**config.mk**
```make
export PLATFORM = sky130hd
export DESIGN_NAME = fp_sqr_arbiter_flat
export DESIGN_NICKNAME = d
export VERILOG_FILES = /design/src/rtl/fp_sqr_arbiter_if.sv /design/src/rtl/fp_sqr_arbiter.sv /design/src/flat_wrapper.sv
export SDC_FILE = /design/constraint.sdc
export NUM_CORES = 1
export LEC_CHECK = 0
export ABC_AREA = 1
export CORE_MARGIN = 2
export CORE_UTILIZATION = 30
export DETAILED_ROUTE_END_ITERATION = 10
export HOLD_SLACK_MARGIN = 0.08
export PLACE_DENSITY = 0.73
export SLEW_MARGIN = 5
export SYNTH_ARGS = -nofsm -noshare
export SYNTH_HDL_FRONTEND = slang
export SYNTH_SLANG_ARGS = --single-unit
```
**constraint.sdc**
```tcl
create_clock -name clk -period 2.25 [get_ports clk]
set_input_delay 0.225 -clock clk [delete_from_list [all_inputs] [get_ports clk]]
set_output_delay 0.225 -clock clk [all_outputs]
set_load 0.03 [all_outputs]
```
**src/rtl/fp_sqr_arbiter_if.sv**
```systemverilog
// fp_sqr_arbiter_if: requester, fp_sqr and response signals of the square-root arbiter
interface fp_sqr_arbiter_if #(
  parameter int W    = 32,
  parameter int NREQ = 4,
  parameter int IDW  = 2
);
  logic [NREQ-1:0]   req_valid;
  logic [W*NREQ-1:0] req_data;
  logic [3*NREQ-1:0] req_round;
  logic [NREQ-1:0]   req_ready;
  logic [W-1:0]      sqr_in1;
  logic [2:0]        sqr_round_m;
  logic              sqr_act;
  logic [W-1:0]      sqr_out;
  logic [4:0]        sqr_flags;
  logic              sqr_done;
  logic              rsp_valid;
  logic              rsp_ready;
  logic [IDW-1:0]    rsp_id;
  logic [W-1:0]      rsp_data;
  logic [4:0]        rsp_flags;
  logic              busy;
  modport slave (
    input  req_valid, req_data, req_round, sqr_out, sqr_flags, sqr_done, rsp_ready,
    output req_ready, sqr_in1, sqr_round_m, sqr_act, rsp_valid, rsp_id, rsp_data, rsp_flags, busy
  );
  modport master (
    output req_valid, req_data, req_round, sqr_out, sqr_flags, sqr_done, rsp_ready,
    input  req_ready, sqr_in1, sqr_round_m, sqr_act, rsp_valid, rsp_id, rsp_data, rsp_flags, busy
  );
endinterface

```
**src/rtl/fp_sqr_arbiter.sv**
```systemverilog
// fp_sqr_arbiter: round-robin sharing of one fp_sqr unit among NREQ requesters
module fp_sqr_arbiter #(
  parameter int W       = 32,
  parameter int NREQ    = 4,
  parameter int IDW     = 2,
  parameter int MIN_LAT = 3,
  parameter int TIMEOUT = 64
) (
  input logic clk,
  input logic rst,
  fp_sqr_arbiter_if.slave bus
);
  localparam int CW = $clog2(TIMEOUT) + 1;
  localparam logic [W-1:0] QNAN = W'(32'h7FC00000);
  typedef enum logic [1:0] {IDLE, ISSUE, WAIT, RESP} state_t;
  state_t         state, state_n;
  logic [IDW-1:0] rr_ptr, gnt_id, idx, id_q;
  logic           gnt_any, done_ok, tmo;
  logic [W-1:0]   op_q, rsp_data_q;
  logic [2:0]     rm_q;
  logic [4:0]     rsp_flags_q;
  logic [CW-1:0]  cnt;
  // first valid requester after rr_ptr, wrapping explicitly at NREQ-1
  always_comb begin
    gnt_any = 1'b0;
    gnt_id  = '0;
    idx     = rr_ptr;
    for (int k = 0; k < NREQ; k++) begin
      idx = (idx == IDW'(NREQ - 1)) ? '0 : idx + 1'b1;
      if (!gnt_any && bus.req_valid[idx]) begin
        gnt_any = 1'b1;
        gnt_id  = idx;
      end
    end
  end
  // a done seen in the first MIN_LAT wait cycles is a leftover from the previous op
  assign done_ok = bus.sqr_done && (cnt >= CW'(MIN_LAT));
  assign tmo     = cnt >= CW'(TIMEOUT - 1);
  // next state and the combinational grant pulse
  always_comb begin
    state_n       = state;
    bus.req_ready = '0;
    case (state)
      IDLE: if (gnt_any && !rst) begin
        bus.req_ready[gnt_id] = 1'b1;
        state_n               = ISSUE;
      end
      ISSUE: state_n = WAIT;
      WAIT:  state_n = (done_ok || tmo) ? RESP : WAIT;
      RESP:  state_n = bus.rsp_ready ? IDLE : RESP;
      default: state_n = IDLE;
    endcase
  end
  // state register
  always_ff @(posedge clk) begin
    if (rst) state <= IDLE;
    else     state <= state_n;
  end
  // grant capture, wait counter and response latches
  always_ff @(posedge clk) begin
    if (rst) begin
      rr_ptr      <= IDW'(NREQ - 1);
      op_q        <= '0;
      rm_q        <= '0;
      id_q        <= '0;
      cnt         <= '0;
      rsp_data_q  <= '0;
      rsp_flags_q <= '0;
    end else begin
      if (state == IDLE && gnt_any) begin
        rr_ptr <= gnt_id;
        id_q   <= gnt_id;
        op_q   <= bus.req_data[W*gnt_id +: W];
        rm_q   <= bus.req_round[3*gnt_id +: 3];
      end
      cnt <= (state != WAIT) ? '0 : (&cnt) ? cnt : cnt + 1'b1;
      if (state == WAIT && done_ok) begin
        rsp_data_q  <= bus.sqr_out;
        rsp_flags_q <= bus.sqr_flags & 5'b11110;
      end else if (state == WAIT && tmo) begin
        rsp_data_q  <= QNAN;
        rsp_flags_q <= 5'b10001;
      end
    end
  end
  assign bus.sqr_in1     = op_q;
  assign bus.sqr_round_m = rm_q;
  assign bus.sqr_act     = (state == ISSUE) || (state == WAIT);
  assign bus.rsp_valid   = state == RESP;
  assign bus.rsp_id      = id_q;
  assign bus.rsp_data    = rsp_data_q;
  assign bus.rsp_flags   = rsp_flags_q;
  assign bus.busy        = state != IDLE;
endmodule

```
**src/flat_wrapper.sv**
```systemverilog
// flat-port wrapper written by rule: the top's interface ports become plain ports
module fp_sqr_arbiter_flat 
#(
  parameter int W       = 32,
  parameter int NREQ    = 4,
  parameter int IDW     = 2,
  parameter int MIN_LAT = 3,
  parameter int TIMEOUT = 64
)
  (clk, rst, bus_req_valid, bus_req_data, bus_req_round, bus_sqr_out, bus_sqr_flags, bus_sqr_done, bus_rsp_ready, bus_req_ready, bus_sqr_in1, bus_sqr_round_m, bus_sqr_act, bus_rsp_valid, bus_rsp_id, bus_rsp_data, bus_rsp_flags, bus_busy);
  fp_sqr_arbiter_if #(.W(W), .NREQ(NREQ), .IDW(IDW)) bus_i ();
  input logic clk;
  input logic rst;
  input wire logic [$bits(bus_i.req_valid)-1:0] bus_req_valid;
  input wire logic [$bits(bus_i.req_data)-1:0] bus_req_data;
  input wire logic [$bits(bus_i.req_round)-1:0] bus_req_round;
  input wire logic [$bits(bus_i.sqr_out)-1:0] bus_sqr_out;
  input wire logic [$bits(bus_i.sqr_flags)-1:0] bus_sqr_flags;
  input wire logic [$bits(bus_i.sqr_done)-1:0] bus_sqr_done;
  input wire logic [$bits(bus_i.rsp_ready)-1:0] bus_rsp_ready;
  output wire logic [$bits(bus_i.req_ready)-1:0] bus_req_ready;
  output wire logic [$bits(bus_i.sqr_in1)-1:0] bus_sqr_in1;
  output wire logic [$bits(bus_i.sqr_round_m)-1:0] bus_sqr_round_m;
  output wire logic [$bits(bus_i.sqr_act)-1:0] bus_sqr_act;
  output wire logic [$bits(bus_i.rsp_valid)-1:0] bus_rsp_valid;
  output wire logic [$bits(bus_i.rsp_id)-1:0] bus_rsp_id;
  output wire logic [$bits(bus_i.rsp_data)-1:0] bus_rsp_data;
  output wire logic [$bits(bus_i.rsp_flags)-1:0] bus_rsp_flags;
  output wire logic [$bits(bus_i.busy)-1:0] bus_busy;
  assign bus_i.req_valid = bus_req_valid;
  assign bus_i.req_data = bus_req_data;
  assign bus_i.req_round = bus_req_round;
  assign bus_i.sqr_out = bus_sqr_out;
  assign bus_i.sqr_flags = bus_sqr_flags;
  assign bus_i.sqr_done = bus_sqr_done;
  assign bus_i.rsp_ready = bus_rsp_ready;
  assign bus_req_ready = bus_i.req_ready;
  assign bus_sqr_in1 = bus_i.sqr_in1;
  assign bus_sqr_round_m = bus_i.sqr_round_m;
  assign bus_sqr_act = bus_i.sqr_act;
  assign bus_rsp_valid = bus_i.rsp_valid;
  assign bus_rsp_id = bus_i.rsp_id;
  assign bus_rsp_data = bus_i.rsp_data;
  assign bus_rsp_flags = bus_i.rsp_flags;
  assign bus_busy = bus_i.busy;
  fp_sqr_arbiter #(.W(W), .NREQ(NREQ), .IDW(IDW), .MIN_LAT(MIN_LAT), .TIMEOUT(TIMEOUT)) u_core (.clk(clk), .rst(rst), .bus(bus_i));
endmodule
```
# Word level (Yosys, flattened, before mapping)
# Index checks and enable logic that the tools add are counted.
dict set report totals {
  output_inout_bits 81
  reg_bits 85
  input_bits 185
  word_cells 87
}
dict set report classes {
  n_eq_ne 9
  mux 32
  n_mul 1
  reduce_logical 21
  shifts 2
  addsub 5
  order_cmp 8
}
# operator n
set ops {}
lappend ops {{variable part select 128 x 8 -> 32 bit} 1}
lappend ops {{2-to-1 mux 32 bit} 2}
lappend ops {{2-to-1 mux 2 bit} 10}
lappend ops {{less-than comparator 2 x 3 -> 1 bit, second input constant} 5}
lappend ops {{== test 2 bit, second input constant} 6}
lappend ops {{variable part select 12 x 5 -> 3 bit} 1}
lappend ops {{2-to-1 mux 1 bit} 10}
lappend ops {{2-to-1 mux 5 bit} 2}
lappend ops {{logical AND 1 bit} 9}
lappend ops {{adder 2 x 1 -> 2 bit, second input constant} 4}
lappend ops {{binary-select mux 1 bit (select 2 bit)} 4}
lappend ops {{2-to-1 mux 4 bit} 2}
lappend ops {{one-hot mux 2 bit (4 select lines)} 1}
lappend ops {{adder 7 x 1 -> 7 bit, second input constant} 1}
lappend ops {{greater-or-equal comparator 7 x 2 -> 1 bit, second input constant} 1}
lappend ops {{greater-or-equal comparator 7 x 6 -> 1 bit, second input constant} 1}
lappend ops {{AND reduction 7 bit} 1}
lappend ops {{zero test 1 bit} 4}
lappend ops {{multiplier 2 x 2 -> 4 bit, first input constant} 1}
lappend ops {{nonzero test 2 bit} 2}
lappend ops {{OR reduction 2 bit} 2}
lappend ops {{demux 1 bit (select 2 bit)} 1}
lappend ops {{== test 2 x 1 -> 1 bit, second input constant} 1}
lappend ops {{greater-or-equal comparator 2 x 1 -> 1 bit, second input constant} 1}
lappend ops {{other kinds (4)} 5}

# Logic depth before layout (Yosys ltp)
dict set report depth {
  depth_word 20
  depth_mapped 17
  mapped_depth_nobuf 16
}

# Worst setup path after synthesis
# OpenSTA, ideal clock, no wires.
dict set report synth_path {
  kind {register to output}
  startpoint {reg u_core.rr_ptr[0]}
  endpoint {out bus_req_ready[3]}
  t_arrival_ns 2.384
  stages_incl_launch_ff 13
  slack_ns -0.359
  n_path_buf 1
  required_ns 2.025
  path_cell_list {dfxtp_1 ha_1 inv_1 nand2_1 nand2_1 nand2_1 nand2_2 nand2_1 nor2_1 nor2_2 nand2_2 buf_2 nor3_1}
}
dict set report synth_via {
  elab_chain_cells 20
  word_cells_on_any_way 42
}
# item line
set synth_rtl {}
lappend synth_rtl {{start, declared} fp_sqr_arbiter.sv:17} ;# logic [IDW-1:0] rr_ptr, gnt_id, idx, id_q;
lappend synth_rtl {{start signal, assigned} fp_sqr_arbiter.sv:62} ;# rr_ptr <= IDW'(NREQ - 1);
lappend synth_rtl {{start signal, assigned} fp_sqr_arbiter.sv:71} ;# rr_ptr <= gnt_id;
lappend synth_rtl {{adder 2 x 1 -> 2 bit or == test 2 bit (tied branches)} fp_sqr_arbiter.sv:29} ;# idx = (idx == IDW'(NREQ - 1)) ? '0 : idx + 1'b1;
lappend synth_rtl {{2-to-1 mux 2 bit *} fp_sqr_arbiter.sv:29}
lappend synth_rtl {{branches (longest 16 deep; another with less-than comparator 2 x 3 -> 1 bit)} n/a}
lappend synth_rtl {{2-to-1 mux 4 bit *} fp_sqr_arbiter.sv:44} ;# IDLE: if (gnt_any && !rst) begin
lappend synth_rtl {{2-to-1 mux 4 bit *} fp_sqr_arbiter.sv:43} ;# case (state)
lappend synth_rtl {{end, declared} flat_wrapper.sv:21} ;# output wire logic [$bits(bus_i.req_ready)-1:0] bus_req_ready;
# Every way passes the cells marked *. The select of a mux whose other input is x is not followed.

# Final worst setup path
dict set report layout_path {
  startpoint {reg u_core.rr_ptr[1]}
  endpoint {out bus_req_ready[3]}
}
# Same word-level chain as after synthesis.

==> out/results.txt <==
Count of non-filler cells in the finished layout -> 1212
Combinational share of power -> 70.9%
Final antenna-violating net count -> 0
Maximum buffer depth of the clock tree -> 2
Cell internal power dissipation -> 6.41 mW
Finished Cell Area -> 0.00824 mm^2
Worst slack on hold paths -> 0.448 ns
CTS Root Buffer Type -> sky130_fd_sc_hd__clkbuf_16
Wire length of the first global-routing pass -> 25800 um
Relative max-transition margin -> 71.1%
Net count, final -> 1209
Synth Warn # -> 0
Kind of end point of the critical path -> output port
Starting density of the core -> 30.5%
TritonCTS clock tree -> done
Area of the mapped netlist -> 0.00460 mm^2
Power after layout -> 12.1 mW
Top fanout value on the critical path -> 8
Detailed Route Iter0 Violations -> 262
Number of rows in the core area -> 45
Shortest period the worst path allows -> 2.42 ns
Clk pin slew, worst setup/hold paths -> 0.06 ns
Post-synthesis to final-layout area growth -> 79.2%
Die extent in y -> 128 um
Part of the Yosys area used for sequential elements -> 37.0%
Inserted Clock Buffers -> 9
Port Buf Inserts -> 264
Slowest CP cell -> sky130_fd_sc_hd__dfxtp_2
Maximum number of pins on one net before global-route repair -> 30
Final GP Congestion -> 0.908
Skew final -> 0.00609 ns
All-layer global routing usage -> 19.8%
Post-Place Cells -> 1182
Most used cells in the layout excluding fill and tap cells -> 302 x sky130_fd_sc_hd__nand2_1, 260 x sky130_fd_sc_hd__clkdlybuf4s50_1, 83 x sky130_fd_sc_hd__dfxtp_1
Number of clock sinks -> 85
Pins Over Slew Limit -> 0
Nature of the critical path startpoint -> register
Setup_tns -> -2.72 ns
Top achievable clock speed -> 0.413 GHz
Count of endpoints failing hold in the final timing report -> 0
Smallest setup slack after layout -> -0.171 ns
Source-to-sink clock delay at the later pin of the worst-skew pair -> 0.34 ns
Leakage power -> 3.64 nW
Final HPWL DP -> 12400 um
Logic depth of the worst register-to-register path -> 15
Transition at the pin with the smallest max-transition slack -> 0.432 ns
CP required -> 2.03 ns
Sequential cell fraction of total power -> 16.7%
CP arrival -> 2.20 ns
Hold Path Stages -> 3
Number of remaining DRC errors -> 0
Switching power summed over all nets -> 5.68 mW
Cell count after synthesis -> 739
Num ports -> 266
Count of distinct cell types in the synthesized netlist -> 29
Ratio of total power to cell area -> 1470 mW/mm^2
Overflow left after global routing -> 0
Crit path top cell by count -> sky130_fd_sc_hd__nand2_2
Path class of the lowest-slack min-delay path -> in -> reg
Total routed wirelength -> 16900 um
Cell family contributing the most delay on the critical path -> simple AND/OR/NAND/NOR gates
Crit path largest cell delay -> 0.34 ns
H-tree depth -> 3
Critical path class -> reg -> out
Layout filler cell count -> 1472
Floorplan core area -> 0.0151 mm^2
Pre-Repair DR Iteration Count -> 5
DR vias -> 5643
Clock network power share -> 12.4%
RSZ-0062 raised after global routing -> yes
Mean cell area of the mapped netlist -> 6.22 um^2
Violated checks -> setup timing
Commonest non-fill, non-tap cell in the layout -> sky130_fd_sc_hd__nand2_1
Final setup violation count -> 27
Instance count on the critical path -> 12
Final critical-path share of the clock period -> 108%
Number of maximum-capacitance violations -> 0
Post-detailed-route via-to-cell ratio -> 4.66
Layout cell share with drive strength beyond 1 -> 11.3%
List of cells traversed by the critical path -> ha_4 > nor2_4 > nand2_1 > nand2_2 > nand2_2 > nand2_4 > nand4_1 > nand3_2 > buf_12 > inv_8 > nor3_4 > buf_6
Switching Share -> 47.0%
Average wire per cell in the routed design -> 14.0 um
Die footprint -> 0.0163 mm^2
Die outline width -> 128 um
Number of flip-flops and latches in the synthesized netlist -> 85
Antenna violations before repair -> 0
Run status -> complete, but fails checks
Maximum vdd ir drop -> 1.10 mV
Net count after synthesis -> 929
Number of buffers and inverters on the critical path -> 3
Vias in the first global route -> 5273
Count of inserted antenna diode cells -> 0
Internal reg-to-reg setup slack -> -0.12 ns
Cell area reported after detailed placement -> 0.00762 mm^2
tightest hold or removal path, stage by stage:
cell and delay [ns]:
sky130_fd_sc_hd__clkdlybuf4s50_1 0.39, sky130_fd_sc_hd__nand2_1 0.06, sky130_fd_sc_hd__a21oi_1 0.06
cells in the mapped netlist, drive strengths merged:
library cell  number  share of area [%]
clkinv             2               0.16
o21ai             24                2.6
nand2            323                 27
nand4              4               0.54
nor2              57                4.9
inv               41                3.3
a21oi             47                5.1
a31oi              2               0.27
nand3b             1               0.16
and2               1               0.14
dfxtp             85                 37
nor3               6               0.65
nor4               1               0.14
ha                 5                1.4
o221ai            10                1.9
o31ai              1               0.16
nand3             84                9.3
o211ai             1               0.16
xor2               1               0.19
clkbuf            16                1.3
buf               27                3.7
routing by layer:
layer / up-vias / routed length (um) / GRT usage [%]
li1: 2935 / - / -
met1: 2465 / 7100 / 23.5
met2: 225 / 8180 / 34.5
met3: 18 / 1360 / 5.30
met4: 0 / 267 / 7.05
met5: - / 0 / 0
area by class of cell:
type | count | area, um^2 | share of cell area (%)
Timing Repair Buffer | 312 | 3160 | 38.3
Inverter | 43 | 174 | 2.11
Multi-Input combinational cell | 568 | 2660 | 32.3
Clock buffer | 10 | 239 | 2.90
Sequential cell | 85 | 1700 | 20.7
Tap cell | 188 | 235 | 2.86
Clock inverter | 6 | 62.6 | 0.760
cell families after synthesis:
family	synth area share (%)
simple gates	42.7
xor+xnor	0.191
flops	37.0
buf+inv	8.52
fa+ha+maj	1.36
compound gates	10.2
through the flow:
| stage | util, % | worst slack (ns) |
|---|---|---|
| floorplan | - | 0.00267 |
| global placement | 50.5 | -0.0900 |
| detailed placement | 50.5 | -0.155 |
| CTS | 53.7 | -0.155 |
| global route | 54.6 | -0.307 |
| finish | 54.6 | -0.171 |
power groups by stage:
stage	clock network, mW	logic, mW	registers, mW
6_report	1.50	8.58	2.02
5_1_grt	1.61	9.39	2.05
4_1_cts	1.56	8.09	2.02
3_5_place_dp	0	7.45	2.04
3_3_place_gp	0	7.42	2.04
2_1_floorplan	0	4.34	2.57
registers in the layout, indices dropped and copies added, names as in the netlist:
signal and flops:
u_core.bus.rsp_id 2, u_core.bus.sqr_in1 32, u_core.bus.rsp_flags 5, u_core.state 2, u_core.bus.rsp_data 32, u_core.bus.sqr_round_m 3
u_core.cnt 7, u_core.rr_ptr 2
what timing repair did:
| item | in CTS | in global routing |
|---|---|---|
| pin swaps | 21 | 12 |
| gates resized for setup | 34 | 19 |
| endpoints found under the setup margin | 4 | 42 |
| gates cloned | 0 | 2 |
| hold buffers | 0 | 0 |
| setup buffers | 10 | 3 |
path summary, 6_finish.rpt:
path | from | to
max | u_core.rr_ptr[1]$_SDFFE_PP1P_ | bus_req_ready[3]
min | bus_sqr_out[1] | u_core.bus.rsp_data[1]$_SDFFE_PP0P_
max reg2reg | u_core.rr_ptr[1]$_SDFFE_PP1P_ | u_core.bus.sqr_in1[3]$_SDFFE_PP0P_
min reg2reg | u_core.bus.rsp_data[9]$_SDFFE_PP0P_ | u_core.bus.rsp_data[9]$_SDFFE_PP0P_
Note: power is estimated with default switching activity, not from simulation.
